### src/rtl/dmem_ctrl.sv
// dmem_ctrl: sequential data-memory controller between the cpu_core load/store
// port and a single-port 32-bit data BRAM.
//
// Handshake: a request is accepted on a cycle where req_valid && req_ready.
// req_ready is high only in IDLE. Responses have no backpressure: rsp_valid is
// a single-cycle pulse that the core consumes unconditionally.
//
// Optional feature macro: DMEM_MISALIGN_TRAP_EN
//   defined   - misaligned half/word requests skip the BRAM. They answer at T+1
//               with misalign_err=1 and rsp_rdata=0.
//   undefined - low address bits are forced to natural alignment, and
//               misalign_err is constant 0.
//
// The FSM state is visible as the 'state' signal for hierarchical probing.
module dmem_ctrl #(
  parameter int ADDR_W   = 5,
  parameter int BRAM_LAT = 1
) (
  input  logic              clk,
  input  logic              rst,
  input  logic              req_valid,
  output logic              req_ready,
  input  logic              req_we,
  input  logic [31:0]       req_addr,
  input  logic [31:0]       req_wdata,
  input  logic [1:0]        req_size,
  input  logic              req_unsigned,
  output logic              rsp_valid,
  output logic [31:0]       rsp_rdata,
  output logic              misalign_err,
  output logic              bram_en,
  output logic [3:0]        bram_we,
  output logic [ADDR_W-1:0] bram_addr,
  output logic [31:0]       bram_din,
  input  logic [31:0]       bram_dout
);

  typedef enum logic [1:0] {IDLE, ACCESS, WAIT, RESP} state_t;

  state_t state, state_nxt;

  // Request fields kept for the load return path
  logic       we_q, uns_q;
  logic [1:0] size_q, off_q, cnt_q;

  // Next values of the registered outputs and bookkeeping
  logic              ready_d, rsp_valid_d, bram_en_d;
  logic [31:0]       rsp_rdata_d, bram_din_d;
  logic [3:0]        bram_we_d;
  logic [ADDR_W-1:0] bram_addr_d;
  logic [1:0]        cnt_d;

  logic       accept, is_byte, is_half, misaligned;
  logic [1:0] off_eff;
  logic [31:0] shifted, ext;

  // Upper byte-address bits are deliberately ignored (address wrap)
  logic unused_addr_bits;
  assign unused_addr_bits = ^req_addr[31:ADDR_W+2];

  assign accept  = req_valid && req_ready;
  assign is_byte = (req_size == 2'b00);
  assign is_half = (req_size == 2'b01);
  // Reserved size 2'b11 behaves as a word
  assign off_eff = is_byte ? req_addr[1:0] :
                   is_half ? {req_addr[1], 1'b0} : 2'b00;

`ifdef DMEM_MISALIGN_TRAP_EN
  assign misaligned = (is_half && req_addr[0]) ||
                      (!is_byte && !is_half && (req_addr[1:0] != 2'b00));

  // Error flag rides along with the T+1 trap response only
  always_ff @(posedge clk or negedge rst) begin
    if (!rst) misalign_err <= 1'b0;
    else      misalign_err <= accept && misaligned;
  end
`else
  assign misaligned   = 1'b0;
  assign misalign_err = 1'b0;
`endif

  // Lane-shift the returned word and extend it to 32 bits
  always_comb begin
    shifted = bram_dout >> {off_q, 3'b000};
    ext     = shifted;
    if (size_q == 2'b00)
      ext = uns_q ? {24'h0, shifted[7:0]} : {{24{shifted[7]}}, shifted[7:0]};
    else if (size_q == 2'b01)
      ext = uns_q ? {16'h0, shifted[15:0]} : {{16{shifted[15]}}, shifted[15:0]};
  end

  // Next state and next registered-output values
  always_comb begin
    state_nxt   = state;
    ready_d     = 1'b0;
    rsp_valid_d = 1'b0;
    rsp_rdata_d = 32'h0;
    bram_en_d   = 1'b0;
    bram_we_d   = 4'h0;
    bram_addr_d = '0;
    bram_din_d  = 32'h0;
    cnt_d       = cnt_q;
    case (state)
      IDLE: begin
        if (!accept) begin
          ready_d = 1'b1;
        end else if (misaligned) begin
          state_nxt   = RESP;
          rsp_valid_d = 1'b1;
        end else begin
          state_nxt   = ACCESS;
          bram_en_d   = 1'b1;
          bram_addr_d = req_addr[ADDR_W+1:2];
          if (req_we) begin
            // Stores complete in the ACCESS cycle itself
            rsp_valid_d = 1'b1;
            if (is_byte) begin
              bram_we_d  = 4'b0001 << off_eff;
              bram_din_d = {4{req_wdata[7:0]}};
            end else if (is_half) begin
              bram_we_d  = 4'b0011 << off_eff;
              bram_din_d = {2{req_wdata[15:0]}};
            end else begin
              bram_we_d  = 4'b1111;
              bram_din_d = req_wdata;
            end
          end
        end
      end
      ACCESS: begin
        if (we_q) begin
          state_nxt = IDLE;
          ready_d   = 1'b1;
        end else begin
          state_nxt = WAIT;
          cnt_d     = 2'(BRAM_LAT - 1);
        end
      end
      WAIT: begin
        if (cnt_q == 2'd0) begin
          state_nxt   = RESP;
          rsp_valid_d = 1'b1;
          rsp_rdata_d = ext;
        end else begin
          cnt_d = cnt_q - 2'd1;
        end
      end
      RESP: begin
        state_nxt = IDLE;
        ready_d   = 1'b1;
      end
      default: begin
        state_nxt = IDLE;
        ready_d   = 1'b1;
      end
    endcase
  end

  // State, output and request-field registers; reset aborts any access
  always_ff @(posedge clk or negedge rst) begin
    if (!rst) begin
      state     <= IDLE;
      req_ready <= 1'b1;
      rsp_valid <= 1'b0;
      rsp_rdata <= 32'h0;
      bram_en   <= 1'b0;
      bram_we   <= 4'h0;
      bram_addr <= '0;
      bram_din  <= 32'h0;
      cnt_q     <= 2'd0;
      we_q      <= 1'b0;
      uns_q     <= 1'b0;
      size_q    <= 2'b00;
      off_q     <= 2'b00;
    end else begin
      state     <= state_nxt;
      req_ready <= ready_d;
      rsp_valid <= rsp_valid_d;
      rsp_rdata <= rsp_rdata_d;
      bram_en   <= bram_en_d;
      bram_we   <= bram_we_d;
      bram_addr <= bram_addr_d;
      bram_din  <= bram_din_d;
      cnt_q     <= cnt_d;
      if (accept) begin
        we_q   <= req_we;
        uns_q  <= req_unsigned;
        size_q <= req_size;
        off_q  <= off_eff;
      end
    end
  end

endmodule

### config.mk
export PLATFORM = sky130hd
export DESIGN_NAME = dmem_ctrl
export DESIGN_NICKNAME = d
export VERILOG_FILES = /design/src/rtl/dmem_ctrl.sv
export SDC_FILE = /design/constraint.sdc
export NUM_CORES = 1
export LEC_CHECK = 0
export CAP_MARGIN = 10
export CORE_UTILIZATION = 30
export CTS_BUF_LIST = sky130_fd_sc_hd__clkbuf_4 sky130_fd_sc_hd__clkbuf_8
export DETAILED_ROUTE_END_ITERATION = 7
export PLACE_DENSITY_LB_ADDON = 0.1
export SLEW_MARGIN = 10
export SYNTH_ARGS = -nofsm -noshare
export SYNTH_HDL_FRONTEND = slang
export SYNTH_SLANG_ARGS = --single-unit
### constraint.sdc
create_clock -name clk -period 2.02 [get_ports clk]
set_input_delay 0.303 -clock clk [delete_from_list [all_inputs] [get_ports clk]]
set_output_delay 0.303 -clock clk [all_outputs]
set_load 0.01 [all_outputs]
# Word-level counts from Yosys, hierarchy flattened
# Index checks and enable logic that the tools add are counted.
[classes] mux=36 shift=3 reduce_logical=8 eq_ne=9 add_sub_neg=1
[ops] cell="32-bit two-way mux" count=11
[ops] cell="32-bit by 5-bit right shift with 32-bit output" count=1
[ops] cell="4-bit two-way mux" count=5
[ops] cell="2-bit two-way mux" count=7
[ops] cell="5-bit two-way mux" count=2
[ops] cell="2-bit zero test" count=4
[ops] cell="2-bit != test, second input constant" count=4
[ops] cell="2-bit one-hot mux with 4 select lines" count=1
[ops] cell="1-bit two-way mux" count=7
[ops] cell="2-bit by 1-bit == test with 1-bit output, second input constant" count=3
[ops] cell="2-bit == test, second input constant" count=2
[ops] cell="2-bit one-hot mux with 2 select lines" count=1
[ops] cell="1-bit by 2-bit << shifter with 4-bit output, first input constant" count=1
[ops] cell="2-bit by 2-bit << shifter with 4-bit output, first input constant" count=1
[ops] cell="1-bit one-hot mux with 3 select lines" count=1
[ops] cell="3-bit AND reduction" count=1
[ops] cell="1-bit one-hot mux with 2 select lines" count=1
[ops] cell="2-bit AND reduction" count=1
[ops] cell="2-bit nonzero test" count=1
[ops] cell="2-bit by 1-bit subtractor with 2-bit output, second input constant" count=1
[ops] cell="1-bit logical AND" count=1
[totals] wordCells=70 register_bits=86 inputBits=103

# Logic depth before layout (Yosys ltp)
[logic_depth] depth_word=9 depth_mapped=7 depth_no_buf=6

# Worst setup path after synthesis
# No wires, ideal clock.
[synth_timing] path_kind="input to register" startpoint="in req_size[0]" endpoint="reg bram_we[2]" t_arrival_ps=1414 setup_slack_ps=480 cell_stages=6 t_required_ps=1894 path_buffers=1 cell_sequence="buf_2 nor2_2 and2_1 ha_1 a221oi_1 nor2_1"
[synth_via] elab_chain_cells=9 word_cells_on_any_way=11 classes_between="eq/ne (1); shift (2); mux (7); reduce/logical (1)"
[synth_lines] element="from (decl)" line_no="26" rtl="input logic [1:0] req_size,"
[synth_lines] element="2-bit by 1-bit == test with 1-bit output" line_no="63" rtl="assign is_half = (req_size == 2'b01);"
[synth_lines] element="2-bit two-way mux" line_no="66" rtl="is_half ? {req_addr[1], 1'b0} : 2'b00;"
[synth_lines] element="2-bit two-way mux" line_no="65" rtl="assign off_eff = is_byte ? req_addr[1:0] :"
[synth_lines] element="2-bit by 2-bit << shifter with 4-bit output" line_no="121" rtl="bram_we_d = 4'b0011 << off_eff;"
[synth_lines] element="4-bit two-way mux" line_no="120" rtl="end else if (is_half) begin"
[synth_lines] element="4-bit two-way mux (*)" line_no="117" rtl="if (is_byte) begin"
[synth_lines] element="4-bit two-way mux (*)" line_no="114" rtl="if (req_we) begin"
[synth_lines] element="4-bit two-way mux (*)" line_no="105" rtl="if (!accept) begin"
[synth_lines] element="4-bit two-way mux (*)" line_no="103" rtl="case (state)"
[synth_lines] element="named net bram_we_d[2]" line_no="49" rtl="logic [3:0] bram_we_d;"
[synth_lines] element="to (signal assigned)" line_no="181" rtl="bram_we <= bram_we_d;"
[synth_lines] element="to (decl)" line_no="32" rtl="output logic [3:0] bram_we,"
# The timed path passes the listed nets; every way through them passes the cells marked *.
# A chain may end at the register's enable or synchronous reset.

# Final worst setup path
[layout_timing] startpoint="reg off_q[1]" endpoint="reg rsp_rdata[14]"
[layout_via] elab_chain_cells=6 word_cells_on_any_way=7 classes_between="shift (1); mux (6)"
[layout_lines] element="from (decl)" line_no="44" rtl="logic [1:0] size_q, off_q, cnt_q;"
[layout_lines] element="from (signal assigned)" line_no="174" rtl="off_q <= 2'b00;"
[layout_lines] element="from (signal assigned)" line_no="189" rtl="off_q <= off_eff;"
[layout_lines] element="32-bit by 5-bit right shift with 32-bit output (*)" line_no="84" rtl="shifted = bram_dout >> {off_q, 3'b000};"
[layout_lines] element="32-bit two-way mux" line_no="89" rtl="ext = uns_q ? {16'h0, shifted[15:0]} : {{16{shifted[15]}}, shifted[15:0]};"
[layout_lines] element="32-bit two-way mux" line_no="88" rtl="else if (size_q == 2'b01)"
[layout_lines] element="32-bit two-way mux (*)" line_no="86" rtl="if (size_q == 2'b00)"
[layout_lines] element="32-bit two-way mux (*)" line_no="140" rtl="if (cnt_q == 2'd0) begin"
[layout_lines] element="32-bit two-way mux (*)" line_no="103"
[layout_lines] element="named net rsp_rdata_d[14]" line_no="48" rtl="logic [31:0] rsp_rdata_d, bram_din_d;"
[layout_lines] element="to (signal assigned)" line_no="179" rtl="rsp_rdata <= rsp_rdata_d;"
[layout_lines] element="to (decl)" line_no="29" rtl="output logic [31:0] rsp_rdata,"
# Marked as above.

==> impl_metrics.env <==
export IMPL_maxCapViolCount=0
export IMPL_power_total_w=0.00618
export IMPL_cts_root_buf="clkbuf_8"
export IMPL_synth_seq_cells=86
export IMPL_cp_startpoint="off_q[1]$_DFFE_PN0N_"
export IMPL_cts_max_level=3
export IMPL_multi_input_area_mm2=0.00173
export IMPL_startpoint_type="register"
export IMPL_syn_cell_area_mm2=0.00409
export IMPL_avgViaCountPerCell=4.78
export IMPL_grt_overflow=0
export IMPL_hold_buffers=1
export IMPL_grtUsageMet2=0.268
export IMPL_grt_pass1_vias=3383
export IMPL_syn_nets=463
export IMPL_rsz0062_at_grt="false"
export IMPL_synth_top_area_frac=0.520
export IMPL_gr_usage_met3=0.0531
export IMPL_yosysWarningCount=0
export IMPL_cts_buffers=9
export IMPL_core_rowCount=42
export IMPL_clock_latency_ns=0.37
export IMPL_crit_path_max_fanout=13
export IMPL_layout_common_cells="clkdlybuf4s50_1, dfrtp_1, nor2_1, nand2_1, mux2_2"
export IMPL_die_h_um=119
export IMPL_cp_num_cells=4
export IMPL_ys_top_cells_by_area="dfrtp_1, mux2_2, mux2i_1"
export IMPL_die_area_mm2=0.0141
export IMPL_final_period_utilization=0.875
export IMPL_antenna_found_initial=0
export IMPL_totalWireLength_um=11500
export IMPL_syn_instance_count=358
export IMPL_critPathMaxStageDelay_ns=0.53
export IMPL_powerDensity_mw_per_mm2=1020
export IMPL_synth_edf_count=0
export IMPL_drc_errors=0
export IMPL_fill_cells=1284
export IMPL_layout_commonest_cell="clkdlybuf4s50_1"
export IMPL_synthFlopType="dfrtp_1"
export IMPL_cts_repair_resize_count=0
export IMPL_min_path_type="in2async"
export IMPL_clock_skew_ns=0.0110
export IMPL_status="finished clean"
export IMPL_fmax_ghz=0.566
export IMPL_hpwl_um=8520
export IMPL_cts_tree="built"
export IMPL_path_cells="buf_4 > mux2_4 > a221oi_1 > nor3_1"
export IMPL_critical_path_class="reg2reg"
export IMPL_path_clk_slew_ns=0.09
export IMPL_use_met1=0.223
export IMPL_vias=3339
export IMPL_grt_pass1_wl_um=18400
export IMPL_reg2reg_depth=4
export IMPL_nets=622
export IMPL_ys_types=43
export IMPL_n_antenna_cell=0
export IMPL_coreArea_mm2=0.0132
export IMPL_post_cts_buffers=0
export IMPL_finalSetupTns_ns=0
export IMPL_power_leakage_nw=2.57
export IMPL_slew_violations=0
export IMPL_min_period_ns=1.77
export IMPL_place_congestion=0.799
export IMPL_avgRoutedWirePerCell_um=16.4
export IMPL_path_delay_family="flip-flops"
export IMPL_start_util=0.309
export IMPL_ant_nets=0
export IMPL_avgSynthCellArea_um2=11.4
export IMPL_crit_slowest_cell="dfrtp_1"
export IMPL_async_reset_ff_frac=1.00
export IMPL_grt_util_all_layers=0.171
export IMPL_die_w_um=119
export IMPL_busiest_layer="met2"
export IMPL_cp_arrival_ns=2.01
export IMPL_worst_path_buf_inv=1
export IMPL_grt_max_degree=43
export IMPL_port_buffers=153
export IMPL_clockBufferDepth=2
export IMPL_reg2reg_to="rsp_rdata[14]$_DFF_PN0_"
export IMPL_finalSetupViolCount=0
export IMPL_drive_above_1_share=0.163
export IMPL_io_pins=180
export IMPL_required_ns=2.26
export IMPL_ir_drop_mv=0.416
export IMPL_hold_viol=0
export IMPL_synth_area_leader_cell="dfrtp_1"
export IMPL_firstDrtPassIters=4
export IMPL_relSlewSlack=0.584
export IMPL_tightest_slew_ns=0.622
export IMPL_seq_area_mm2=0.00215
export IMPL_endpoint_kind="register"
export IMPL_syn_to_final_growth_pct=47.7
export IMPL_setup_worst_path_end="rsp_rdata[14]$_DFF_PN0_"
export IMPL_seq_area_frac_synth=0.527
export IMPL_drt_iter0_drc=207
export IMPL_timing_rr_start="off_q[1]$_DFFE_PN0N_"
export IMPL_reg2reg_slack_ns=0.25
export IMPL_clock_sinks=86
## kinds of logic (layout without fill, tap and decap cells)
| kind of cell | after synthesis | after routing | share of synthesized area |
|---|---|---|---|
| flip-flops | 86 | 86 | 0.527 |
| AND/OR/NAND/NOR | 129 | 129 | 0.167 |
| adder cells (fa/ha/maj) | 2 | 2 | 0.00612 |
| XOR/XNOR | 1 | 1 | 0.00214 |
| other | 1 | 1 | 0.000917 |
| buffers and inverters | 29 | 193 | 0.0490 |
| AO/OA/AOI/OAI | 57 | 57 | 0.105 |
| multiplexers | 53 | 53 | 0.143 |
## worst min path at each step
| stage | from | to | slack (ns) | cells past startpoint |
|---|---|---|---|---|
| finish | rst | rsp_rdata[16]$_DFF_PN0_ | 0.47 | 2 |
| CTS | rst | rsp_rdata[16]$_DFF_PN0_ | 0.47 | 2 |
| global route | req_addr[4] | bram_addr[2]$_DFF_PN0_ | 0.48 | 2 |
| floorplan | rst | async pin | 0.007 | 0 |
| global placement | rst | rsp_rdata[21]$_DFF_PN0_ | 0.34 | 1 |
| detailed placement | rst | rsp_rdata[21]$_DFF_PN0_ | 0.34 | 1 |
## synthesized netlist by cell type (2+ instances only)
cell type	n
dfrtp_1	85
a31oi_1	8
buf_6	6
mux2_2	25
buf_2	9
and4bb_2	6
or2_2	3
o21ai_0	9
nor4bb_1	3
o211ai_1	8
clkbuf_1	2
nor2b_1	5
mux2i_1	23
a21oi_1	10
and2_1	14
mux2_4	4
nand3_1	9
inv_1	3
ha_1	2
nor2_2	3
a211oi_1	10
nand2b_1	2
a221oi_1	8
nand2_1	29
nor2_1	37
buf_4	6
nor3_1	13
## routing by layer
layer / up-vias / wire [µm] / share of wire
li1: 1584 / - / -
met1: 1616 / 5070 / 0.44
met2: 125 / 5410 / 0.47
met3: 14 / 835 / 0.073
met4: 0 / 159 / 0.014
met5: - / 0 / 0
## final cells by class
type | instances | share of cell area
clock buffer | 10 | 0.0228
tap | 176 | 0.0365
sequential | 86 | 0.357
multi-input combinational | 243 | 0.287
inverter | 3 | 0.00186
timing repair buffer | 174 | 0.284
clock inverter | 6 | 0.0112
## power by group
part	switching, W	total [W]	internal (W)
logic	0.00126	0.00258	0.00132
clock network	0.000665	0.00128	0.000611
registers	0.000235	0.00233	0.00209
## flip-flops by register name (all words and copies together), names as in the netlist, 2 cells and up, named ones only
register and cells:
bram_we 4, size_q 2, rsp_rdata 32, bram_din 32, cnt_q 2, off_q 2
bram_addr 5
## stage by stage
step                cell area (µm²)  cells  hold WS [ns]   util  setup slack (ns)
floorplan                      4090    358       0.00741      -             0.480
global placement               5820    681         0.337  0.440             0.115
detailed placement             5820    681         0.344  0.440            0.0994
CTS                            6040    698         0.465  0.456             0.227
global route                   6040    698         0.482  0.456             0.125
finish                         6040    698         0.471  0.456             0.253
Power figures use the tool's default switching activity.
